===== src/rtl/vga_timing_monitor.sv =====
// Receive-side VGA sync checker: measures line/frame timing from HS/VS,
// declares lock when two consecutive frames agree, and classifies the mode.
module vga_timing_monitor #(
  parameter int unsigned CNT_W         = 12,
  parameter int unsigned MODE0_H_TOTAL = 800,
  parameter int unsigned MODE0_V_TOTAL = 525,
  parameter int unsigned MODE1_H_TOTAL = 1056,
  parameter int unsigned MODE1_V_TOTAL = 628
) (
  input  logic             CLOCK_25,
  input  logic             reset,
  input  logic             HS,
  input  logic             VS,
  output logic [CNT_W-1:0] h_total,
  output logic [CNT_W-1:0] h_sync,
  output logic [CNT_W-1:0] v_total,
  output logic [CNT_W-1:0] v_sync,
  output logic             frame_valid,
  output logic             locked,
  output logic [1:0]       mode
);

  localparam logic [CNT_W-1:0] CNT_MAX  = '1;
  localparam logic [CNT_W-1:0] M0_H     = CNT_W'(MODE0_H_TOTAL);
  localparam logic [CNT_W-1:0] M0_V     = CNT_W'(MODE0_V_TOTAL);
  localparam logic [CNT_W-1:0] M1_H     = CNT_W'(MODE1_H_TOTAL);
  localparam logic [CNT_W-1:0] M1_V     = CNT_W'(MODE1_V_TOTAL);
  localparam logic [1:0]       MODE_NONE = 2'b00;
  localparam logic [1:0]       MODE_0    = 2'b01;
  localparam logic [1:0]       MODE_1    = 2'b10;
  localparam logic [1:0]       MODE_UNK  = 2'b11;

  function automatic logic [CNT_W-1:0] sat_inc(input logic [CNT_W-1:0] v);
    return (v == CNT_MAX) ? v : v + CNT_W'(1);
  endfunction

  logic             hs_s1, hs_s2, hs_prev;
  logic             vs_s1, vs_s2, vs_prev;
  logic [CNT_W-1:0] h_cnt, hs_low_cnt, line_cnt, vs_line_cnt;
  logic [CNT_W-1:0] prev_h, prev_v;
  logic             seen_hs, seen_vs, prev_valid;

  logic             hs_fall_c, hs_rise_c, vs_fall_c, vs_rise_c;
  logic             frame_end_c, match_c, timeout_c;
  logic [CNT_W-1:0] h_total_new_c, v_total_new_c;
  logic [1:0]       mode_new_c;

  // Edge detection and frame-boundary compare; a coincident HS fall belongs to the ending frame.
  always_comb begin
    hs_fall_c     = hs_prev & ~hs_s2;
    hs_rise_c     = ~hs_prev & hs_s2;
    vs_fall_c     = vs_prev & ~vs_s2;
    vs_rise_c     = ~vs_prev & vs_s2;
    frame_end_c   = vs_fall_c & seen_vs;
    timeout_c     = (h_cnt == CNT_MAX);
    h_total_new_c = (hs_fall_c && seen_hs) ? h_cnt : h_total;
    v_total_new_c = hs_fall_c ? sat_inc(line_cnt) : line_cnt;
    match_c       = prev_valid && (h_total_new_c == prev_h) && (v_total_new_c == prev_v);
    mode_new_c    = MODE_NONE;
    if (match_c) begin
      if (h_total_new_c == M0_H && v_total_new_c == M0_V)      mode_new_c = MODE_0;
      else if (h_total_new_c == M1_H && v_total_new_c == M1_V) mode_new_c = MODE_1;
      else                                                     mode_new_c = MODE_UNK;
    end
  end

  always_ff @(posedge CLOCK_25) begin
    if (reset) begin
      hs_s1       <= 1'b1;
      hs_s2       <= 1'b1;
      hs_prev     <= 1'b1;
      vs_s1       <= 1'b1;
      vs_s2       <= 1'b1;
      vs_prev     <= 1'b1;
      h_cnt       <= '0;
      hs_low_cnt  <= '0;
      line_cnt    <= '0;
      vs_line_cnt <= '0;
      prev_h      <= '0;
      prev_v      <= '0;
      seen_hs     <= 1'b0;
      seen_vs     <= 1'b0;
      prev_valid  <= 1'b0;
      h_total     <= '0;
      h_sync      <= '0;
      v_total     <= '0;
      v_sync      <= '0;
      frame_valid <= 1'b0;
      locked      <= 1'b0;
      mode        <= MODE_NONE;
    end else begin
      hs_s1   <= HS;
      hs_s2   <= hs_s1;
      hs_prev <= hs_s2;
      vs_s1   <= VS;
      vs_s2   <= vs_s1;
      vs_prev <= vs_s2;

      // Line period and HS pulse width
      if (hs_fall_c) begin
        h_cnt   <= CNT_W'(1);
        seen_hs <= 1'b1;
        if (seen_hs) h_total <= h_cnt;
      end else begin
        h_cnt <= sat_inc(h_cnt);
      end
      if (hs_rise_c) begin
        h_sync     <= hs_low_cnt;
        hs_low_cnt <= '0;
      end else if (!hs_s2) begin
        hs_low_cnt <= sat_inc(hs_low_cnt);
      end

      // Frame height and VS pulse width in lines
      if (vs_fall_c)      line_cnt <= '0;
      else if (hs_fall_c) line_cnt <= sat_inc(line_cnt);
      if (vs_fall_c) seen_vs <= 1'b1;
      if (vs_rise_c) begin
        v_sync      <= vs_line_cnt;
        vs_line_cnt <= '0;
      end else if (!vs_s2 && hs_fall_c) begin
        vs_line_cnt <= sat_inc(vs_line_cnt);
      end

      frame_valid <= frame_end_c;
      if (frame_end_c) begin
        v_total    <= v_total_new_c;
        prev_h     <= h_total_new_c;
        prev_v     <= v_total_new_c;
        prev_valid <= 1'b1;
        locked     <= match_c;
        mode       <= mode_new_c;
      end

      // Lost HS drops lock straight away; measurements keep their last values
      if (timeout_c) begin
        locked <= 1'b0;
        mode   <= MODE_NONE;
      end
    end
  end

endmodule

===== config.mk =====
export PLATFORM = sky130hd
export DESIGN_NAME = vga_timing_monitor
export DESIGN_NICKNAME = d
export VERILOG_FILES = /design/src/rtl/vga_timing_monitor.sv
export SDC_FILE = /design/constraint.sdc
export NUM_CORES = 1
export LEC_CHECK = 0
export ABC_AREA = 1
export BUFFER_PORTS_ARGS = -buffer_cell sky130_fd_sc_hd__buf_4
export CAP_MARGIN = 20
export CORE_MARGIN = 2
export CORE_UTILIZATION = 32
export CTS_CLUSTER_DIAMETER = 40
export CTS_CLUSTER_SIZE = 16
export DETAILED_ROUTE_END_ITERATION = 8
export PLACE_DENSITY = 0.53
export SLEW_MARGIN = 30
export SYNTH_ARGS = -nofsm -noshare
export SYNTH_HDL_FRONTEND = slang
export SYNTH_SLANG_ARGS = --single-unit

===== constraint.sdc =====
create_clock -name CLOCK_25 -period 2.4 [get_ports CLOCK_25]
set_input_delay 0.24 -clock CLOCK_25 [delete_from_list [all_inputs] [get_ports CLOCK_25]]
set_output_delay 0.24 -clock CLOCK_25 [all_outputs]
set_load 0.05 [all_outputs]

Yosys cells after proc, flatten, opt, wreduce, memory -nomap -nowiden

Cells that the tools add are included.

Bits in registers: 121
Input port bits: 4
Output and inout bits: 52
Logic and storage cells: 71

Add/subtract/negate cells: 4
Equal/unequal tests: 11
Multiplexer cells: 8
Bitwise operators: 11
Reduce and logical (&&, ||, !) cells: 15

Operators by type and width:

| kind                                                                    | number |
|---|---|
| 12-bit by 1-bit adder with 12-bit output, second input constant         | 4 |
| 12-bit equality test, second input constant                             | 4 |
| 12-bit by 10-bit equality test with 1-bit output, second input constant | 3 |
| 12-bit two-way mux                                                      | 3 |
| 12-bit equality test                                                    | 2 |
| 12-bit by 11-bit equality test with 1-bit output, second input constant | 1 |
| 2-bit OR reduction                                                      | 5 |
| 1-bit logical AND                                                       | 6 |
| 1-bit NOT                                                               | 6 |
| 2-bit AND reduction                                                     | 3 |
| 1-bit AND                                                               | 5 |
| 2-bit two-way mux                                                       | 2 |
| 1-bit two-way mux                                                       | 3 |
| 2-bit inequality test, second input constant                            | 1 |
| 1-bit zero test                                                         | 1 |

Longest topological paths before layout

Depth in word-level cells: 9
Depth in mapped cells: 15
Gate-level depth less buffers: 15

Worst setup path before layout

No wires, ideal clock.

Kind: register -> register
From: register line_cnt[0]
To: register mode[0]
Library setup time: 0.070 ns
Data arrival time: 1.704 ns
Required time: 2.330 ns
Slack: 0.626 ns
Stages on the path, launching flop included: 15
Path buffers: 1
Clock period less this slack: 1.774 ns
Cells stage by stage: dfxtp_1 ha_1 nand3_1 nor2_4 nand3_4 buf_6 nand3_2 nand2_2 nand2_1 nand2_1 nor2_1 nand2_1 nor2_2 nand3_1 a21oi_1

Word-level cells in the longest chain between the ends: 8
Elaborated cells between the ends (all ways): 13
Classes of those cells: add/sub (1); eq/ne (4); mux (5); reduce/logical (3)

Ends and longest elaborated chain:

| element                                                                                 | RTL line | RTL |
|---|---|---|
| from (decl)                                                                             | 39       | `logic [CNT_W-1:0] h_cnt, hs_low_cnt, line_cnt, vs_line_cnt;` |
| from (signal assigned)                                                                  | 116      | `else if (hs_fall_c) line_cnt <= sat_inc(line_cnt);` |
| 12-bit by 1-bit adder with 12-bit output / 12-bit equality test (equally long branches) | 34       | `return (v == CNT_MAX) ? v : v + CNT_W'(1);` |
| 12-bit two-way mux                                                                      | n/a      |  |
| 12-bit two-way mux (*)                                                                  | n/a      |  |
| 12-bit by 10-bit equality test with 1-bit output                                        | 62       | `else if (h_total_new_c == M1_H && v_total_new_c == M1_V) mode_new_c = MODE_1;` |
| 1-bit logical AND                                                                       | 62       |  |
| 1-bit two-way mux                                                                       | 62       |  |
| 2-bit two-way mux                                                                       | 61       | `if (h_total_new_c == M0_H && v_total_new_c == M0_V) mode_new_c = MODE_0;` |
| 2-bit two-way mux (*)                                                                   | 60       | `if (match_c) begin` |
| to (signal assigned)                                                                    | 132      | `mode <= mode_new_c;` |
| to (decl)                                                                               | 20       | `output logic [1:0] mode` |

Every way passes the cells marked *; elsewhere a longest branch is shown, timed or not.
A chain may end at the register's enable or synchronous reset.

Worst setup path after layout

From: register hs_s2
To: register mode[1]

Word-level cells in the longest chain between the ends: 8
Elaborated cells between the ends (all ways): 14
Classes of those cells: eq/ne (4); mux (4); bitwise (2); reduce/logical (4)

Ends and longest elaborated chain:

| element                                                                                         | RTL line | RTL |
|---|---|---|
| from (decl)                                                                                     | 37       | `logic hs_s1, hs_s2, hs_prev;` |
| from (signal assigned)                                                                          | 93       | `hs_s2 <= hs_s1;` |
| 1-bit NOT (no source line) (*)                                                                  | n/a      |  |
| 1-bit AND (*)                                                                                   | 50       | `hs_fall_c = hs_prev & ~hs_s2;` |
| 1-bit logical AND                                                                               | 56       | `h_total_new_c = (hs_fall_c && seen_hs) ? h_cnt : h_total;` |
| 12-bit two-way mux                                                                              | 56       |  |
| 12-bit by 10-bit equality test with 1-bit output / 12-bit equality test (equally long branches) | 61, 58   |  |
| 1-bit logical AND, on equally long branches                                                     | 61, 58   |  |
| 2-bit two-way mux / 1-bit logical AND (equally long branches)                                   | 61, 58   |  |
| 2-bit two-way mux (*)                                                                           | 60       |  |

Marks and branches as above.

==> flow_summary.ini <==
[run_status]
status = finished clean

[synthesis]
ys_ff_latch = 121
synth_nets = 858
synth_cell_types = 31
synth_simple_gate_area_share_pct = 32.95
synth_area_per_cell_um2 = 6.795
synthAdderAreaFrac_pct = 0.8666
ys_seq_area_share_pct = 41.94
async_flop_share_pct = 0
ys_warn_count = 0
synth_area_leaders = dfxtp_1, nand2_1, inv_1
synth_ff_type = dfxtp_1
synth_edf_count = 0
synth_top_family_by_area = simple AND/OR/NAND/NOR gates
synth_mux_area_share_pct = 0
yosys.area.top_type = dfxtp_1
netlist.area_leader.share_pct = 41.94
synth-xor-area-share_pct = 1.213
synth_area_mm2 = 0.005776
synth_compound_area_share_pct = 12.72
synth_cells = 850

[layout]
final_common_cell = nand2_1
nFillCells = 1872
drive_above_1_share_pct = 13.34
final_cell_mix = nand2_1, inv_1, dfxtp_1, nor2_1, nand3_1
final_cell_count_no_fill = 1151
num-nets-final = 919
finish.utilization_pct = 39.55
num_antenna_cells = 0
syn_to_final_growth_pct = 22.18
fin_area_mm2 = 0.007057

[placed_design]
placed_area_mm2 = 0.006449
io_buffers = 55
dp.cells = 1118
gp_congestion = 0.8435
hpwl_um = 10920

[worst_setup_path]
r2r-end = mode[1]
r2r_slack_ns = 0.24
cp.required_ns = 2.74
cp_max_fo = 16
slowest_stage = o21ai_1
cp_top_family = simple AND/OR/NAND/NOR gates
path_buf_inv = 1
r2r-start = hs_s2
crit_type = reg -> reg
cp-start-kind = flip-flop
critPathMaxStageDelay_ns = 0.37
reg2reg_depth = 11
cp_cell_sequence = inv_2, nand3_2, o21ai_1, nor2_1, nor2_1, nand3_1, nor2_1, nand3_1, nor2_2, nand3_1, a21oi_1
critPathCaptureType = flip-flop
worst-endpoint-arrival_ns = 2.51

[routing]
dr_wl_met3_um = 722
num_vias = 5377
routedWlPerCell_um = 13.04
drc = 0
postRouteAntennaNets = 0
wl_met1_um = 7382
first_pass_iters = 5
routed_wl_um = 15010
top_layer_used = met4
viasPerCell = 4.672
met2_length_um = 6691
drt_iter0_drc = 341

[timing]
fin_setup_tns_ns = 0
finalClockSkew_ns = 0.007582
post-route-period-util_pct = 90.11
fmax_ghz = 0.4624
setup_violations = 0
rsz0062_at_grt = false
tightest_slew_ns = 0.5714
max_slew_margin_pct = 61.61
fin_crit_ns = 2.163
finalHoldViolCount = 0
slew_viol_final = 0

[floorplanning]
core_mm2 = 0.01784
die_w_um = 138.3
io_pins = 56
fp.dieH_um = 138.3
rows = 49
initial_core_util_pct = 32.37
die-area_mm2 = 0.01914

[worst_hold_path]
hp-class = in -> reg
hold_start = HS
hold_end = hs_s1
hold_depth = 2

[power]
leakage_uw = 0.003094
comb_power_share_pct = 6.1
power_frac_seq_pct = 42.7
clkPwrFrac_pct = 51.1
vdd.ir_drop.worst_v = 0.0004671
switchingPower_uw = 1178
power_uw = 4849
powerDensity_mw_per_mm2 = 687.1
switching_share_pct = 24.29
intPower_uw = 3671

[clock_network]
cts_tree = done
clk_path_buf_depth = 2
htree_levels = 4
numCtsBuffers = 17
clk_latency_ns = 0.41
cts_sinks = 121
clk_pin_slew_ns = 0.06
cts_root_buf = clkbuf_16

[grt]
antenna_found_initial = 0
grt_pass1_wl_um = 25220
gr-usage-all-layers_pct = 16.18
grt_pass1_vias = 4941
grt_start_max_net_pins = 40
grt_overflow = 0

[run]
cap_viol_max_count = 0
[cells by family (layout without fill, tap and decap cells)]
group	after synthesis	count (layout)
AO/OA/AOI/OAI	137	137
XOR/XNOR	8	8
adder cells (fa/ha/maj)	4	4
buffers and inverters	154	226
flip-flops	121	121
AND/OR/NAND/NOR	426	426
[routing by layer]
metal | vias to the layer above | GRT usage [%]
met2 | 114 | 25.27
li1 | 2877 | -
met1 | 2366 | 22.24
met4 | 0 | 4.995
met3 | 20 | 3.810
met5 | - | 0
[cells in the mapped netlist (3+ instances only)]
master,n
nand2_1,199
inv_1,123
dfxtp_1,121
nor2_1,81
nand3_1,75
a21oi_1,64
o21ai_0,51
nand4_1,25
clkbuf_1,22
nor3_1,15
o211ai_1,14
nand3b_1,8
xor2_1,7
buf_2,5
or2_2,5
ha_1,4
nand2_2,4
a211oi_1,3
a31oi_1,3
nand3_2,3
nor2_2,3
nor2_4,3
nor3b_1,3
[flip-flops by register name (all words and copies together) (netlist names), 2 cells and up]
name,cells
prev_h,12
prev_v,12
h_total,12
h_cnt,12
v_sync,12
h_sync,12
line_cnt,12
vs_line_cnt,12
hs_low_cnt,12
mode,2
[worst register-to-register path: stages (launching register included)]
cell     delay, ns
dfxtp_1       0.34
inv_2         0.13
nand3_2       0.31
o21ai_1       0.38
nor2_1        0.07
nor2_1        0.11
nand3_1       0.16
nor2_1        0.14
nand3_1       0.12
nor2_2        0.14
nand3_1       0.08
a21oi_1       0.12
[area by class of cell]
type / count / area (um2) / area share [%]
clock inverter: 12 / 128.9 / 1.826
sequential: 121 / 2422 / 34.33
timing repair buffer: 71 / 548.0 / 7.766
inverter: 125 / 469.2 / 6.649
multi-input combinational: 575 / 2763 / 39.15
clock buffer: 18 / 439.2 / 6.223
tap: 229 / 286.5 / 4.060
[worst max-delay path by stage]
stage / cells after the start / slack (ns) / startpoint / to
final: 11 / 0.24 / hs_s2 / mode[1]
after CTS: 11 / 0.23 / hs_s2 / mode[1]
after floorplan: 14 / 0.63 / line_cnt[0] / mode[0]
after global placement: 15 / 0.27 / line_cnt[0] / mode[1]
after detailed placement: 11 / 0.25 / hs_s2 / mode[0]
after global routing: 11 / 0.007 / hs_s2 / mode[1]
[power groups by stage]
stage / registers [uW] / clock network, uW / logic (uW)
after floorplan: 2170 / 0 / 145
final: 2070 / 2480 / 298
after global placement: 2120 / 0 / 296
after detailed placement: 2120 / 0 / 295
after global routing: 2080 / 2620 / 328
after CTS: 2070 / 2540 / 297
[stage by stage]
stage	worst slack (ns)	hold WS, ns
after global placement	0.2657	0.4157
after global routing	0.006523	0.01327
after floorplan	0.6264	0.3438
final	0.2375	0.01365
after detailed placement	0.2483	0.4145
after CTS	0.2295	0.002040
[what timing repair did]
item	CTS	global route
resized for setup	0	1
hold endpoints to repair	1	0
setup buffers	0	2
endpoints found under the setup margin	0	1
hold buffers	1	0
No activity file was read; power rests on OpenSTA's default activity.
